--- src/rtl/vl_strip_sequencer.sv ---
// Strip-mining sequencer: walks AVL in strips of at most VLMAX elements.
// VL_STRIP_BACK2BACK_EN removes the SETUP bubble between consecutive strips.
module vl_strip_sequencer #(
  parameter int VLEN = 128
) (
  input  logic       clk,
  input  logic       rst,
  input  logic       start,
  input  logic [7:0] sew,
  input  logic [4:0] lmul,
  input  logic [8:0] avl,
  output logic       busy,
  output logic       strip_start,
  output logic [8:0] vl_out,
  output logic       elem_valid,
  input  logic       elem_ready,
  output logic [8:0] elem_idx,
  output logic       elem_last,
  output logic       done,
  output logic       err
);

  typedef enum logic [1:0] {
    IDLE,
    SETUP,
    ISSUE,
    DONE
  } state_t;

  state_t     state;
  logic [8:0] rem;
  logic [2:0] sew_sh;
  logic [2:0] lmul_sh;
  logic [2:0] sew_dec;
  logic [2:0] lmul_dec;
  logic       sew_ok;
  logic       lmul_ok;
  logic [9:0] vlmax;
  logic [8:0] nvl;
  logic       hs;

  always_comb begin
    sew_ok  = 1'b1;
    sew_dec = 3'd3;
    unique case (sew)
      8'd8:    sew_dec = 3'd3;
      8'd16:   sew_dec = 3'd4;
      8'd32:   sew_dec = 3'd5;
      8'd64:   sew_dec = 3'd6;
      8'd128:  sew_dec = 3'd7;
      default: sew_ok  = 1'b0;
    endcase
  end

  always_comb begin
    lmul_ok  = 1'b1;
    lmul_dec = 3'd0;
    unique case (lmul)
      5'd1:    lmul_dec = 3'd0;
      5'd2:    lmul_dec = 3'd1;
      5'd4:    lmul_dec = 3'd2;
      5'd8:    lmul_dec = 3'd3;
      5'd16:   lmul_dec = 3'd4;
      default: lmul_ok  = 1'b0;
    endcase
  end

  // vlmax from the latched log2 shifts, so it is stable for the sequence
  assign vlmax = 10'((VLEN >> sew_sh) << lmul_sh);
  assign nvl   = ({1'b0, rem} < vlmax) ? rem : vlmax[8:0];
  assign hs    = elem_valid & elem_ready;

  always_ff @(posedge clk or posedge rst) begin
    if (rst) begin
      state       <= IDLE;
      rem         <= '0;
      sew_sh      <= 3'd3;
      lmul_sh     <= 3'd0;
      busy        <= 1'b0;
      strip_start <= 1'b0;
      vl_out      <= '0;
      elem_valid  <= 1'b0;
      elem_idx    <= '0;
      elem_last   <= 1'b0;
      done        <= 1'b0;
      err         <= 1'b0;
    end else begin
      strip_start <= 1'b0;
      done        <= 1'b0;
      err         <= 1'b0;
      unique case (state)
        IDLE: begin
          if (start) begin
            rem     <= avl;
            sew_sh  <= sew_dec;
            lmul_sh <= lmul_dec;
            if (!(sew_ok && lmul_ok)) begin
              err <= 1'b1;
            end else if (avl == 9'd0) begin
              busy  <= 1'b1;
              done  <= 1'b1;
              state <= DONE;
            end else begin
              busy  <= 1'b1;
              state <= SETUP;
            end
          end
        end
        SETUP: begin
          vl_out      <= nvl;
          rem         <= rem - nvl;
          elem_idx    <= '0;
          elem_valid  <= 1'b1;
          strip_start <= 1'b1;
          elem_last   <= (nvl == 9'd1);
          state       <= ISSUE;
        end
        ISSUE: begin
          if (hs) begin
            if (!elem_last) begin
              elem_idx  <= elem_idx + 9'd1;
              elem_last <= (elem_idx + 9'd1 == vl_out - 9'd1);
            end else if (rem == 9'd0) begin
              elem_valid <= 1'b0;
              elem_last  <= 1'b0;
              done       <= 1'b1;
              state      <= DONE;
            end else begin
`ifdef VL_STRIP_BACK2BACK_EN
              vl_out      <= nvl;
              rem         <= rem - nvl;
              elem_idx    <= '0;
              strip_start <= 1'b1;
              elem_last   <= (nvl == 9'd1);
`else
              elem_valid  <= 1'b0;
              elem_last   <= 1'b0;
              state       <= SETUP;
`endif
            end
          end
        end
        DONE: begin
          busy  <= 1'b0;
          state <= IDLE;
        end
        default: state <= IDLE;
      endcase
    end
  end

endmodule

--- config.mk ---
export PLATFORM = sky130hd
export DESIGN_NAME = vl_strip_sequencer
export DESIGN_NICKNAME = d
export VERILOG_FILES = /design/src/rtl/vl_strip_sequencer.sv
export SDC_FILE = /design/constraint.sdc
export NUM_CORES = 1
export LEC_CHECK = 0
export ABC_AREA = 1
export BUFFER_PORTS_ARGS = -buffer_cell sky130_fd_sc_hd__buf_2
export CELL_PAD_IN_SITES_DETAIL_PLACEMENT = 1
export CELL_PAD_IN_SITES_GLOBAL_PLACEMENT = 2
export CORE_ASPECT_RATIO = 0.8
export CORE_MARGIN = 5
export CORE_UTILIZATION = 35
export CTS_BUF_LIST = sky130_fd_sc_hd__clkbuf_4
export CTS_CLUSTER_DIAMETER = 200
export DETAILED_ROUTE_END_ITERATION = 16
export MAX_ROUTING_LAYER = met4
export PLACE_DENSITY_LB_ADDON = 0.2
export SLEW_MARGIN = 10
export SYNTH_ARGS = -nofsm -noshare
export SYNTH_HDL_FRONTEND = slang
export SYNTH_SLANG_ARGS = --single-unit
--- constraint.sdc ---
create_clock -name clk -period 7.4 [get_ports clk]
set_input_delay 1.11 -clock clk [delete_from_list [all_inputs] [get_ports clk]]
set_output_delay 1.11 -clock clk [all_outputs]
set_load 0.005 [all_outputs]
==> report_table.html, run 1 <==
<table>
<tr><th>Metric</th><th>Value</th></tr>
<tr><th colspan="2">Route</th></tr>
<tr><td>First-pass DRT Iterations</td><td>4</td></tr>
<tr><td>Detail-routed via count per cell</td><td>5.24</td></tr>
<tr><td>Antenna Violating Nets Remaining</td><td>0</td></tr>
<tr><td>Total routed wirelength</td><td>10.3 mm</td></tr>
<tr><td>Average routed wire per standard cell</td><td>16.2 um</td></tr>
<tr><td>Iter 0 DRT Violations</td><td>184</td></tr>
<tr><td>Overall via count from detail_route</td><td>3335</td></tr>
<tr><td>Drt drc</td><td>0</td></tr>
<tr><th colspan="2">Timing</th></tr>
<tr><td># setup viols final</td><td>0</td></tr>
<tr><td>Hold violation count in the final report</td><td>0</td></tr>
<tr><td>Clock period minus final worst setup slack</td><td>4300 ps</td></tr>
<tr><td>Max-slew violation count</td><td>0</td></tr>
<tr><td>Peak Freq</td><td>0.233 GHz</td></tr>
<tr><td>Final worst path period share</td><td>0.581</td></tr>
<tr><td>Slew of the pin with the lowest slew margin</td><td>976 ps</td></tr>
<tr><td>Fin Setup TNS</td><td>0 ps</td></tr>
<tr><td>Headroom to the max-slew limit</td><td>0.347</td></tr>
<tr><td>Minimum hold slack</td><td>494 ps</td></tr>
<tr><td>RSZ-0062 raised after global routing</td><td>no</td></tr>
<tr><td>Setup skew after layout</td><td>10.4 ps</td></tr>
<tr><th colspan="2">Worst setup path</th></tr>
<tr><td>WP buf/inv</td><td>3</td></tr>
<tr><td>Delay-heaviest family, CP</td><td>simple AND/OR/NAND/NOR gates</td></tr>
<tr><td>Max stage delay on crit path</td><td>610 ps</td></tr>
<tr><td>Master of the slowest instance on the critical path</td><td>sky130_fd_sc_hd__dfstp_2</td></tr>
<tr><td>Required time at the endpoint of the critical path</td><td>7680 ps</td></tr>
<tr><td>Arrival time at the worst endpoint</td><td>4580 ps</td></tr>
<tr><td>Critical path startpoint category</td><td>flop</td></tr>
<tr><td>Crit. End Element</td><td>flop</td></tr>
<tr><td>CP dominant cell by count</td><td>sky130_fd_sc_hd__nand2_1</td></tr>
<tr><td>Category of the critical setup timing path</td><td>flop to flop</td></tr>
<tr><td>Largest fanout of any net on the critical path</td><td>17</td></tr>
<tr><th colspan="2">Pwr</th></tr>
<tr><td>Leakage</td><td>1.88 nW</td></tr>
<tr><td>Worst-case vdd ir drop</td><td>0.223 mV</td></tr>
<tr><td>Internal Pwr Total</td><td>0.826 mW</td></tr>
<tr><td>Sum of internal, switching and leakage power</td><td>1.79 mW</td></tr>
<tr><td>Fraction of power consumed by the clock network</td><td>0.108</td></tr>
<tr><td>Comb pwr share</td><td>0.668</td></tr>
<tr><td>PD cells</td><td>481 nW/um2</td></tr>
<tr><td>Total net switching power</td><td>0.961 mW</td></tr>
<tr><td>Power share of the sequential group</td><td>0.224</td></tr>
<tr><td>Switching Share</td><td>0.538</td></tr>
<tr><th colspan="2">Clocking</th></tr>
<tr><td>Clock transition at path regs</td><td>140 ps</td></tr>
<tr><td>Post-cts resize count</td><td>0</td></tr>
<tr><td>Clock root buffer master</td><td>sky130_fd_sc_hd__clkbuf_4</td></tr>
<tr><td>CTS tree</td><td>yes</td></tr>
<tr><td>Number of H-tree branching levels</td><td>2</td></tr>
<tr><td>Clk Latency, worst-skew pair</td><td>370 ps</td></tr>
<tr><td>Post-CTS Hold Fix Bufs</td><td>0</td></tr>
<tr><td>Buffers inserted by post-CTS timing repair</td><td>0</td></tr>
<tr><td>Clock net sink count</td><td>41</td></tr>
<tr><td>CTS buffer count</td><td>5</td></tr>
<tr><td>CTS max path bufs</td><td>2</td></tr>
<tr><th colspan="2">Yosys</th></tr>
<tr><td>Cell type with the highest aggregate area in the netlist</td><td>sky130_fd_sc_hd__dfrtp_1</td></tr>
<tr><td>Mean Syn Cell Area</td><td>6.92 um2</td></tr>
<tr><td>Number of synthesized register bits</td><td>41</td></tr>
<tr><td>Synthesized netlist net count</td><td>517</td></tr>
<tr><td>Netlist cell types</td><td>44</td></tr>
<tr><td>Total of warnings raised by yosys</td><td>0</td></tr>
<tr><td>Most common flop cell mapped by yosys</td><td>sky130_fd_sc_hd__dfrtp_1</td></tr>
<tr><td>Number of enable flip-flop cells after synthesis</td><td>0</td></tr>
<tr><td>Post-synthesis async set-or-reset flop share</td><td>1.00</td></tr>
<tr><td>Synth top area cells</td><td>sky130_fd_sc_hd__dfrtp_1 (30%), sky130_fd_sc_hd__nand2_1 (14%), sky130_fd_sc_hd__inv_1 (6.5%)</td></tr>
<tr><td>Proportion of netlist area held by the largest area contributor</td><td>0.297</td></tr>
<tr><td>Cell with the most instances after synthesis</td><td>sky130_fd_sc_hd__nand2_1</td></tr>
<tr><td>Mapped Cells</td><td>474</td></tr>
<tr><td>Sequential fraction of the synthesis area</td><td>0.314</td></tr>
<tr><td>Synth top cells by count</td><td>sky130_fd_sc_hd__nand2_1 (122), sky130_fd_sc_hd__inv_1 (57), sky130_fd_sc_hd__nor2_1 (43)</td></tr>
<tr><td>Synth Cell Area</td><td>3280 um2</td></tr>
<tr><th colspan="2">GRT</th></tr>
<tr><td>Global-route wire length before repair</td><td>17.4 mm</td></tr>
<tr><td>Initial antenna violation count</td><td>0</td></tr>
<tr><td>Largest net degree at the start of global routing</td><td>42</td></tr>
<tr><td>Vias in the first global route</td><td>3389</td></tr>
<tr><td>GRT Total Usage</td><td>0.194</td></tr>
<tr><td>Total congestion overflow after global routing</td><td>0</td></tr>
<tr><th colspan="2">Flow run</th></tr>
<tr><td>Max cap viols</td><td>0</td></tr>
<tr><th colspan="2">Run status</th></tr>
<tr><td>Run status</td><td>completed</td></tr>
<tr><th colspan="2">Die</th></tr>
<tr><td>Die Outline Area</td><td>11400 um2</td></tr>
<tr><td>Die width</td><td>118 um</td></tr>
<tr><td>Area inside the core boundary</td><td>9110 um2</td></tr>
<tr><td>Initial core utilization</td><td>0.360</td></tr>
<tr><td>Number of rows in the core area</td><td>31</td></tr>
<tr><td>I/O Pins</td><td>50</td></tr>
<tr><td>Y dimension of the die</td><td>96.6 um</td></tr>
<tr><th colspan="2">Cells and area</th></tr>
<tr><td>Ant diodes</td><td>0</td></tr>
<tr><td>Share of post-route cells with drive strength above 1</td><td>0.138</td></tr>
<tr><td>Number of nets in the layout</td><td>564</td></tr>
<tr><td>Growth of design area from synthesis to finish</td><td>13.3%</td></tr>
<tr><th colspan="2">Placement</th></tr>
<tr><td>Routability cong.</td><td>0.936</td></tr>
<tr><td>Input/output buffers</td><td>49</td></tr>
<tr><td>Placed wire-length estimate</td><td>8.34 mm</td></tr>
<tr><th colspan="2">Hold path</th></tr>
<tr><td>Hold Path Class</td><td>flop to flop</td></tr>
</table>
metrics by stage:
step | instances | utilization | area [um2] | setup slack (ps)
global route | 637 | 0.408 | 3720 | 2570
global placement | 629 | 0.396 | 3610 | 3200
floorplan | 474 | - | 3280 | 3940
finish | 637 | 0.408 | 3720 | 3100
CTS | 637 | 0.408 | 3720 | 3080
detailed placement | 629 | 0.396 | 3610 | 3130
kinds of logic after synthesis:
group / share of synthesized area
XOR/XNOR: 0.0614
adder cells (fa/ha/maj): 0.0671
AO/OA/AOI/OAI: 0.132
AND/OR/NAND/NOR: 0.339
flip-flops: 0.314
buffers and inverters: 0.0873
power by group through the flow:
stage               sequential (mW)  clock (mW)  combinational (mW)
floorplan                     0.372           0               0.891
global placement              0.403           0                1.15
detailed placement            0.405           0                1.17
CTS                           0.400       0.199                1.19
global route                  0.414       0.212                1.38
finish                        0.401       0.192                1.19
state kept, by name, summed over array words and instances, names as in the netlist, 2 cells and up:
name,flops
sew_sh,3
elem_idx,9
vl_out,9
rem,9
lmul_sh,3
state,2
worst reg2reg max path: cells and delay by family (launching register included):
family / cells / cell delay, ps
AOI/OAI and AO/OA: 5 / 880
adders and majority gates: 3 / 890
buffers and inverters: 3 / 260
DFF: 1 / 610
and+or+nand+nor: 17 / 1570
final cells by class:
class                           instances  area (um2)
Clock inverter                          3        68.8
Timing Repair Buffer                   50         253
Sequential cell                        41        1030
Multi-Input combinational cell        364        1970
Clock buffer                            5        37.5
Tap cell                              115         144
Inverter                               59         221
Fill cell                            1209        5400
cell usage in the layout (no fill, tap or decap), types with 8 or more instances in the layout:
cell	netlist	final
sky130_fd_sc_hd__ha_1	16	16
sky130_fd_sc_hd__buf_2	1	49
sky130_fd_sc_hd__nor2_1	43	43
sky130_fd_sc_hd__dfrtp_1	39	39
sky130_fd_sc_hd__xor2_1	15	15
sky130_fd_sc_hd__a21oi_1	13	13
sky130_fd_sc_hd__xnor2_1	8	8
sky130_fd_sc_hd__nand3_1	39	39
sky130_fd_sc_hd__inv_1	57	57
sky130_fd_sc_hd__nor3_1	11	11
sky130_fd_sc_hd__nand4_1	18	18
sky130_fd_sc_hd__o21ai_0	32	32
sky130_fd_sc_hd__nand2_1	122	122
final timing paths:
kind,start,endpoint,slack [ps],cells past startpoint
max,sew_sh[1],rem[8],3100,28
min,busy,busy,490,2
max reg2reg,sew_sh[1],rem[8],3100,28
min reg2reg,busy,busy,490,2
max in group asynchronous,rst,sew_sh[0],6160,3
min in group asynchronous,rst,done,850,3
metal layers:
| metal | GRT usage | wire [um] | share of wire | vias to the layer above |
|---|---|---|---|---|
| li1 | - | - | - | 1678 |
| met1 | 0.292 | 5640 | 0.55 | 1587 |
| met2 | 0.274 | 4220 | 0.41 | 59 |
| met3 | 0.0303 | 347 | 0.034 | 11 |
| met4 | 0.0392 | 119 | 0.012 | 0 |
| met5 | - | 0 | 0 | - |
Note: power is estimated with default switching activity, not from simulation.
==> run 2, diff against run 1 <==
Settings changed: CORE_UTILIZATION 35 to 30.
Clock period 7.4 ns to 3.8 ns, I/O delays scaled along.
==> run 2 against run 1 <==
Against the previous run: flip-flop and latch count did not move; maximum frequency rose by 16%; largest power group unchanged; critical path type unchanged; setup slack got worse by 3000 ps.
==> report_table.html, run 2 (synthesized netlist as in run 1, its figures left out) <==
<table>
<tr><th>Metric</th><th>Value</th></tr>
<tr><th colspan="2">Run status</th></tr>
<tr><td>Run status</td><td>completed</td></tr>
<tr><th colspan="2">Die</th></tr>
<tr><td>Die width</td><td>127 um (+7.3%)</td></tr>
<tr><td>Number of rows in the core area</td><td>34 (+9.7%)</td></tr>
<tr><td>Y dimension of the die</td><td>104 um (+7.2%)</td></tr>
<tr><td>I/O Pins</td><td>50 (unchanged)</td></tr>
<tr><td>Die Outline Area</td><td>13100 um2 (+15%)</td></tr>
<tr><td>Area inside the core boundary</td><td>10800 um2 (+19%)</td></tr>
<tr><td>Initial core utilization</td><td>0.304 (-0.0563)</td></tr>
<tr><th colspan="2">Clocking</th></tr>
<tr><td>CTS tree</td><td>yes</td></tr>
<tr><td>Clock transition at path regs</td><td>140 ps (about the same)</td></tr>
<tr><td>Clock root buffer master</td><td>sky130_fd_sc_hd__clkbuf_4</td></tr>
<tr><td>Number of H-tree branching levels</td><td>2 (unchanged)</td></tr>
<tr><td>Clk Latency, worst-skew pair</td><td>380 ps (about the same)</td></tr>
<tr><td>Post-CTS Hold Fix Bufs</td><td>0 (unchanged)</td></tr>
<tr><td>CTS max path bufs</td><td>2 (unchanged)</td></tr>
<tr><td>CTS buffer count</td><td>5 (unchanged)</td></tr>
<tr><td>Clock net sink count</td><td>41 (unchanged)</td></tr>
<tr><th colspan="2">Worst setup path</th></tr>
<tr><td>Required time at the endpoint of the critical path</td><td>4090 ps (-3590 ps)</td></tr>
<tr><td>Largest fanout of any net on the critical path</td><td>6 (-11)</td></tr>
<tr><td>Master of the slowest instance on the critical path</td><td>sky130_fd_sc_hd__dfstp_2</td></tr>
<tr><td>Crit. End Element</td><td>flop</td></tr>
<tr><td>WP buf/inv</td><td>5 (+2)</td></tr>
<tr><td>Reg2Reg Depth</td><td>29 (+3.6%)</td></tr>
<tr><td>CP dominant cell by count</td><td>sky130_fd_sc_hd__nand2_1</td></tr>
<tr><td>Delay-heaviest family, CP</td><td>simple AND/OR/NAND/NOR gates</td></tr>
<tr><td>Max stage delay on crit path</td><td>610 ps (about the same)</td></tr>
<tr><td>Arrival time at the worst endpoint</td><td>3990 ps (-590 ps)</td></tr>
<tr><td>Critical path startpoint category</td><td>flop</td></tr>
<tr><td>Startpoint of the most critical register-to-register path</td><td>sew_sh[1]</td></tr>
<tr><td>Internal reg-to-reg setup slack</td><td>100 ps (-3000 ps)</td></tr>
<tr><td>Capturing point of the worst reg2reg path</td><td>rem[8]</td></tr>
<tr><td>Category of the critical setup timing path</td><td>flop to flop</td></tr>
<tr><th colspan="2">GRT</th></tr>
<tr><td>Vias in the first global route</td><td>3579 (+5.6%)</td></tr>
<tr><td>Largest net degree at the start of global routing</td><td>42 (unchanged)</td></tr>
<tr><td>GRT Total Usage</td><td>0.178 (-0.0156)</td></tr>
<tr><td>Global-route wire length before repair</td><td>18.6 mm (+6.9%)</td></tr>
<tr><td>Initial antenna violation count</td><td>0 (unchanged)</td></tr>
<tr><td>Total congestion overflow after global routing</td><td>0 (unchanged)</td></tr>
<tr><th colspan="2">Pwr</th></tr>
<tr><td>Power share of the sequential group</td><td>0.178 (-0.046)</td></tr>
<tr><td>Comb pwr share</td><td>0.768 (+0.100)</td></tr>
<tr><td>PD cells</td><td>1010 nW/um2 (+110%)</td></tr>
<tr><td>Fraction of power consumed by the clock network</td><td>0.054 (-0.054)</td></tr>
<tr><td>Sum of internal, switching and leakage power</td><td>4.40 mW (+150%)</td></tr>
<tr><td>Leakage</td><td>2.13 nW (+13%)</td></tr>
<tr><td>Internal Pwr Total</td><td>2.12 mW (+160%)</td></tr>
<tr><td>Worst-case vdd ir drop</td><td>0.375 mV (+68%)</td></tr>
<tr><td>Total net switching power</td><td>2.28 mW (+140%)</td></tr>
<tr><td>Switching Share</td><td>0.518 (-0.0200)</td></tr>
<tr><th colspan="2">Route</th></tr>
<tr><td>Antenna Violating Nets Remaining</td><td>0 (unchanged)</td></tr>
<tr><td>Drt drc</td><td>0 (unchanged)</td></tr>
<tr><td>First-pass DRT Iterations</td><td>4 (unchanged)</td></tr>
<tr><td>Detail-routed via count per cell</td><td>4.96 (-5.4%)</td></tr>
<tr><td>Average routed wire per standard cell</td><td>16.2 um (-0.21%)</td></tr>
<tr><td>Total routed wirelength</td><td>11.6 mm (+12%)</td></tr>
<tr><td>Iter 0 DRT Violations</td><td>182 (-1.1%)</td></tr>
<tr><td>Overall via count from detail_route</td><td>3538 (+6.1%)</td></tr>
<tr><th colspan="2">Timing</th></tr>
<tr><td>Clock period minus final worst setup slack</td><td>3700 ps (-599 ps)</td></tr>
<tr><td>Headroom to the max-slew limit</td><td>0.449 (+0.102)</td></tr>
<tr><td>Hold violation count in the final report</td><td>0 (unchanged)</td></tr>
<tr><td>Max-slew violation count</td><td>0 (unchanged)</td></tr>
<tr><td>Slew of the pin with the lowest slew margin</td><td>825 ps (-151 ps)</td></tr>
<tr><td># setup viols final</td><td>0 (unchanged)</td></tr>
<tr><td>Setup skew after layout</td><td>15.2 ps (+4.75 ps)</td></tr>
<tr><td>Peak Freq</td><td>0.270 GHz (+16%)</td></tr>
<tr><td>Final worst path period share</td><td>0.974 (+0.393)</td></tr>
<tr><td>RSZ-0062 raised after global routing</td><td>yes</td></tr>
<tr><td>Fin Setup TNS</td><td>0 ps (unchanged)</td></tr>
<tr><th colspan="2">Cells and area</th></tr>
<tr><td>Commonest non-fill, non-tap cells in the layout</td><td>sky130_fd_sc_hd__nand2_1 (110), sky130_fd_sc_hd__inv_1 (49), sky130_fd_sc_hd__buf_2 (49), sky130_fd_sc_hd__buf_4 (46), sky130_fd_sc_hd__dfrtp_1 (39)</td></tr>
<tr><td>Share of post-route cells with drive strength above 1</td><td>0.312 (+0.174)</td></tr>
<tr><td>Ant diodes</td><td>0 (unchanged)</td></tr>
<tr><td>Registers with the most flip-flops</td><td>elem_idx x9, rem x9, vl_out x9</td></tr>
<tr><td>Number of nets in the layout</td><td>612 (+8.5%)</td></tr>
<tr><td>Filler Cells Inserted</td><td>1416 (+17%)</td></tr>
<tr><td>Most common library cell in the layout ignoring fill and taps</td><td>sky130_fd_sc_hd__nand2_1</td></tr>
<tr><td>Area occupied by multi-input gates</td><td>2240 um2 (+14%)</td></tr>
<tr><td>Growth of design area from synthesis to finish</td><td>33.3%</td></tr>
<tr><td>Storage element area</td><td>1030 um2 (unchanged)</td></tr>
<tr><th colspan="2">Placement</th></tr>
<tr><td>Placed wire-length estimate</td><td>8.97 mm (+7.5%)</td></tr>
<tr><td>Input/output buffers</td><td>49 (unchanged)</td></tr>
<tr><td>Routability cong.</td><td>0.909 (-2.9%)</td></tr>
<tr><th colspan="2">Hold path</th></tr>
<tr><td>Hold Path Class</td><td>input port to async pin</td></tr>
<tr><th colspan="2">Flow run</th></tr>
<tr><td>Max cap viols</td><td>0 (unchanged)</td></tr>
</table>
[run 2: changes by cell type in the layout (fill, tap and decap cells not counted), sizes merged]
cell,previous run,this run
clkinv,0,3
inv,60,58
bufinv,2,0
clkinvlp,0,1
buf,50,98
[run 2: area by class of cell]
class,count,share of cell area
clock buffers,5,0.00858
flip-flops and latches,41,0.235
clock inverters,3,0.00400
repair buffers,98,0.147
well taps,144,0.0412
multi-input cells,364,0.512
inverters,59,0.0523
[run 2: power by group through the flow]
stage	clock network [mW]	logic, mW	registers [mW]
2_1_floorplan	0	1.73	0.725
3_3_place_gp	0	2.70	0.776
3_5_place_dp	0	2.76	0.782
4_1_cts	0.249	2.80	0.772
5_1_grt	0.268	3.76	0.815
6_report	0.238	3.38	0.782
[run 2: metal layers]
layer,global-route usage,vias to the layer above,wire length (um)
li1,-,1778,-
met4,0.0360,0,116
met2,0.263,48,5230
met3,0.0267,10,281
met1,0.260,1702,5920
met5,-,-,0
[run 2: worst max path at each step]
stage | depth (start not counted) | slack [ps] | from | to
floorplan | 26 | 340 | sew_sh[1] | rem[8]
global placement | 28 | 10 | sew_sh[1] | rem[8]
detailed placement | 23 | -130 | sew_sh[0] | rem[2]
CTS | 32 | 20 | sew_sh[0] | rem[8]
global route | 32 | -190 | sew_sh[1] | rem[8]
finish | 29 | 100 | sew_sh[1] | rem[8]
[run 2: metrics by stage]
step	hold slack [ps]	cells	utilization	area [um2]	setup slack (ps)
2_1_floorplan	472	474	-	3280	338
3_5_place_dp	485	691	0.362	3910	-129
5_1_grt	344	714	0.405	4370	-190
6_report	286	714	0.405	4370	99.5
3_3_place_gp	468	691	0.362	3910	13.5
4_1_cts	304	704	0.373	4030	17.7
[run 2: what timing repair did]
action / in CTS / in global routing
endpoints found under the setup margin: 7 / 8
pin swaps: 1 / 28
setup buffers: 5 / 10
resized for setup: 10 / 72
[run 2: worst min-delay path, cell delays in order]
cell and delay (ps):
sky130_fd_sc_hd__buf_2 100, sky130_fd_sc_hd__clkinv_1 40, sky130_fd_sc_hd__buf_4 440
